==> src/rtl/counter_pkg.sv <==
// Shared defaults for the modulo-N counter family.
// Instances that need a different modulus override the parameters at instantiation.
`timescale 1ns/1ps
package counter_pkg;

    localparam int DEFAULT_WIDTH = 8;
    localparam int DEFAULT_MAX   = 255;

endpackage

==> src/rtl/mod_counter.sv <==
// Free-running modulo-(MAX_VAL+1) up-counter with a registered carry-out.
// O_cout is high for exactly the cycle in which O_cnt sits at MAX_VAL.
`timescale 1ns/1ps
module mod_counter
    import counter_pkg::*;
#(
    parameter int WIDTH   = DEFAULT_WIDTH,
    parameter int MAX_VAL = DEFAULT_MAX
) (
    input  logic             I_clk,
    input  logic             I_rst,
    output logic [WIDTH-1:0] O_cnt,
    output logic             O_cout
);

    localparam logic [WIDTH-1:0] TERMINAL = WIDTH'(MAX_VAL);

    generate
        if (MAX_VAL < 1 || longint'(MAX_VAL) > ((longint'(1) << WIDTH) - 1)) begin : g_bad_max
            $error("mod_counter: MAX_VAL=%0d outside 1..2**WIDTH-1 for WIDTH=%0d", MAX_VAL, WIDTH);
        end
    endgenerate

    // Wrap is an explicit compare, so non-power-of-two moduli never overflow.
    logic [WIDTH-1:0] cnt_next;
    assign cnt_next = (O_cnt == TERMINAL) ? '0 : O_cnt + WIDTH'(1);

    always_ff @(posedge I_clk) begin
        if (I_rst) begin
            O_cnt <= '0;
        end else begin
            O_cnt <= cnt_next;
        end
    end

    // Carry is registered from the next count so it lines up with O_cnt==MAX_VAL.
    always_ff @(posedge I_clk) begin
        if (I_rst) begin
            O_cout <= 1'b0;
        end else begin
            O_cout <= (cnt_next == TERMINAL);
        end
    end

endmodule

==> config.mk <==
export PLATFORM = sky130hd
export DESIGN_NAME = mod_counter
export DESIGN_NICKNAME = d
export VERILOG_FILES = /design/src/rtl/counter_pkg.sv /design/src/rtl/mod_counter.sv
export SDC_FILE = /design/constraint.sdc
export NUM_CORES = 1
export LEC_CHECK = 0
export CORE_AREA = 10 10 47 49
export CTS_CLUSTER_SIZE = 24
export DETAILED_ROUTE_END_ITERATION = 8
export DIE_AREA = 0 0 57 59
export PLACE_DENSITY = 0.61
export SYNTH_ARGS = -nofsm -noshare
export SYNTH_HDL_FRONTEND = slang
export SYNTH_SLANG_ARGS = --single-unit
==> constraint.sdc <==
create_clock -name I_clk -period 3.3 [get_ports I_clk]
set_input_delay 0.495 -clock I_clk [delete_from_list [all_inputs] [get_ports I_clk]]
set_output_delay 0.495 -clock I_clk [all_outputs]
set_load 0.05 [all_outputs]
======== Word level (Yosys, flattened, before mapping) ========
Cells that the tools add are included.
cells by class
  $add $sub $neg .......................... 1
  mux-type cells .......................... 1
  eq/ne operators ......................... 2
operators with widths
  cell                 count
  $eq 8x8->1 const B   2
  $add 8x1->8 const B  1
  $mux 8               1
word-level totals
  output and inout port bits .............. 9
  logic and storage cells ................. 6
  register bits ........................... 9

======== Longest topological paths before layout ========
  word-level depth ........................ 3
  depth in mapped cells ................... 5
  gate-level depth less buffers ........... 5

======== Worst setup path before layout ========
OpenSTA, ideal clock, no wires.
  path type ............................... reg-to-reg
  start ................................... reg O_cnt[0]
  end ..................................... reg O_cout
  path buffers ............................ 0
  arrival time ............................ 1.685 ns
  required time ........................... 3.214 ns
  setup slack ............................. 1.529 ns
  cell stages (with the launch flop) ...... 5
  setup time .............................. 0.086 ns
  cell sequence ........................... dfxtp_1 -> ha_1 -> xnor2_1 -> or4_4 -> a221oi_2
between the ends
  cells in the longest elaborated chain, start to end .. 3
  elaborated cells between the ends (all ways) .. 4
RTL lines
  item                                       line               text
  start: declaration                         mod_counter.sv:12  output logic [WIDTH-1:0] O_cnt,
  start signal: assignment                   mod_counter.sv:32  O_cnt <= cnt_next;
  $add 8x1->8 or $eq 8x8->1 (tied branches)  mod_counter.sv:26  assign cnt_next = (O_cnt == TERMINAL) ? '0 : O_cnt + WIDTH'(1);
  $mux 8 (*)                                 mod_counter.sv:26
  $eq 8x8->1 (*)                             mod_counter.sv:41  O_cout <= (cnt_next == TERMINAL);
  end signal: assignment                     mod_counter.sv:41
  end: declaration                           mod_counter.sv:13  output logic O_cout
Every way passes the cells marked *; elsewhere a longest branch is shown, timed or not.
A chain may end at the register's enable or synchronous reset.

======== Worst setup path after layout ========
  start ................................... reg O_cnt[3]
  end ..................................... out O_cnt[3]
No word-level cell between the ends.

==> results.cfg <==
[floorplan]
start_util_pct = 27.8
die_x_um = 57
rows = 14
io_pins = 11
die_h_um = 59
die_area_um2 = 3360
core_area_um2 = 1400

[logic_synthesis]
synth_area_um2 = 389
syn-instance-count = 43
syn_nets = 47
ys_warn_count = 0
syn-mean-instance-area_um2 = 9.05
synth_seq_area_share_pct = 46.3
ys_ff_latch = 9
ys_types = 18

[critical_path]
cp_max_fo = 7
rr_endpoint = O_cout$_SDFF_PP0_
r2r_slack_ns = 1.80
critPathKind = reg2out
cp-start-kind = flop
endpoint_kind = output pin
regToRegStartpoint = O_cnt[0]$_SDFF_PP0_
r2r_cells = 4
cp.arrival_ns = 1.53
slowest_delay_ns = 0.84
critical_path.top_delay_family = buffers and inverters
cp.required_ns = 2.80
crit_slowest_cell = clkdlybuf4s50_1
path_cells = clkdlybuf4s50_1
worst-path-buf-inv = 1

[routing]
vias = 368
drcViolationCount = 0
viasPerCell = 5.04
avgRoutedWirePerCell_um = 11.5
wl_um = 837
drt_iter0_markers = 8
firstDrtPassIters = 4
postRouteAntennaNets = 0

[clocking]
cts_made_buffers = 3
cts_resized = 0
cts.hold.buffers_added = 0
clock_path_buffers = 2
cts_setup_buffers = 0
clock_latency_ns = 0.26
htreeDepth = 1
clk_pin_slew_ns = 0.06
clock_sinks = 9
clockRootBuffer = clkbuf_4
cts_tree = built

[timing]
worst_pin_slew_ns = 0.504
hold_viol_final = 0
finalSetupViolCount = 0
fin_crit_ns = 2.03
rsz0062_at_grt = no
tns_ns = 0
timing.final.crit_share_pct = 61.4
timing.fmax_mhz = 493
fin_skew_ns = 0.00166
slew_violations = 0
slew_headroom_pct = 66.3

[job]
maxCapViolCount = 0

[global_route]
grtUsageTotal_pct = 5.37
grt_max_degree = 9
antenna_found_initial = 0
grt_pass1_wl_um = 1420
overflow = 0
grt_pass1_vias = 347

[run_status]
status = completed

[layout]
multi_input_area_um2 = 205
fill_cells = 148
layout.cells.most_common = clkdlybuf4s50_1
mostFrequentLayoutCells = clkdlybuf4s50_1 (10), dfxtp_1 (9), nand2_1 (6)
register_area_um2 = 180
nets = 62
n_antenna_cell = 0
layout-drive-gt1-share_pct = 10.5
area_growth_pct = 37.6

[worst_hold_path]
holdPathStages = 1
worstHoldStart = O_cnt[0]$_SDFF_PP0_
hold_path.class = reg2reg
min_to = O_cnt[0]$_SDFF_PP0_

[placed_design]
io_buffers = 10
place_hpwl_um = 647
place_congestion = 0.778

[power_and_ir_drop]
p_leak_nw = 0.173
power.total_mw = 0.237
peakVddDrop_mv = 0.232
power_density_nw_per_um2 = 442
==> through the flow <==
stage	hold WS, ns	setup slack, ns	util [%]	cells	instance area, µm²
final	0.483	1.27	38.2	73	536
after global routing	0.533	1.19	38.2	73	536
after CTS	0.491	1.25	38.2	73	536
after detailed placement	0.474	1.42	36.3	69	509
after global placement	0.462	1.45	36.3	69	509
after floorplan	0.562	1.53	-	43	389
==> where the power goes <==
| group | total [mW] | switching [mW] | internal (mW) |
|---|---|---|---|
| sequential | 0.118 | 0.00531 | 0.113 |
| combinational | 0.0344 | 0.0224 | 0.0120 |
| clock | 0.0842 | 0.0376 | 0.0465 |
==> Yosys cell counts, drive strengths merged <==
library cell	instances	area [µm²]
nand3	3	15.0
ha	2	25.0
or4	1	11.3
or2	1	6.26
nand4	2	12.5
dfxtp	9	180
or3	3	18.8
a31oi	1	6.26
inv	1	3.75
o21ai	2	10.0
xor2	1	8.76
o211ai	1	7.51
a221oi	1	15.0
nand2	6	22.5
o21bai	1	7.51
nor2	4	15.0
a21oi	3	15.0
xnor2	1	8.76
==> logic make-up (layout without fill, tap and decap cells) <==
family	count (synthesis)	count (layout)	share of synthesized area (%)
buf+inv	1	15	0.964
fa+ha+maj	2	2	6.43
simple gates	20	20	26.0
compound gates	9	9	15.8
flops	9	9	46.3
xor+xnor	2	2	4.50
==> how the worst max path moves through the flow <==
stage,startpoint,end,slack (ns),cells past startpoint
floorplan,O_cnt[0]$_SDFF_PP0_,O_cout$_SDFF_PP0_,1.53,4
global placement,I_rst,O_cout$_SDFF_PP0_,1.45,3
detailed placement,I_rst,O_cout$_SDFF_PP0_,1.42,3
CTS,O_cnt[3]$_SDFF_PP0_,O_cnt[3],1.25,1
global route,O_cnt[4]$_SDFF_PP0_,O_cnt[4],1.19,1
finish,O_cnt[3]$_SDFF_PP0_,O_cnt[3],1.27,1
==> flip-flops by register name (all words and copies together) (netlist names) <==
signal,count
O_cout,1
O_cnt,8
==> cell type report <==
type / count / share of cell area [%]
multi-input combinational: 33 / 38.3
tap: 16 / 3.74
inverter: 1 / 0.701
timing repair buffer: 10 / 18.7
clock buffer: 4 / 4.91
sequential: 9 / 33.6
==> routing by layer <==
| layer | share of wire, % | GRT usage [%] | up-vias |
|---|---|---|---|
| li1 | - | - | 184 |
| met1 | 45 | 5.26 | 169 |
| met2 | 43 | 7.91 | 15 |
| met3 | 12 | 5.58 | 0 |
| met4 | 0 | 1.01 | 0 |
| met5 | 0 | 0 | - |
Power figures use the tool's default switching activity.
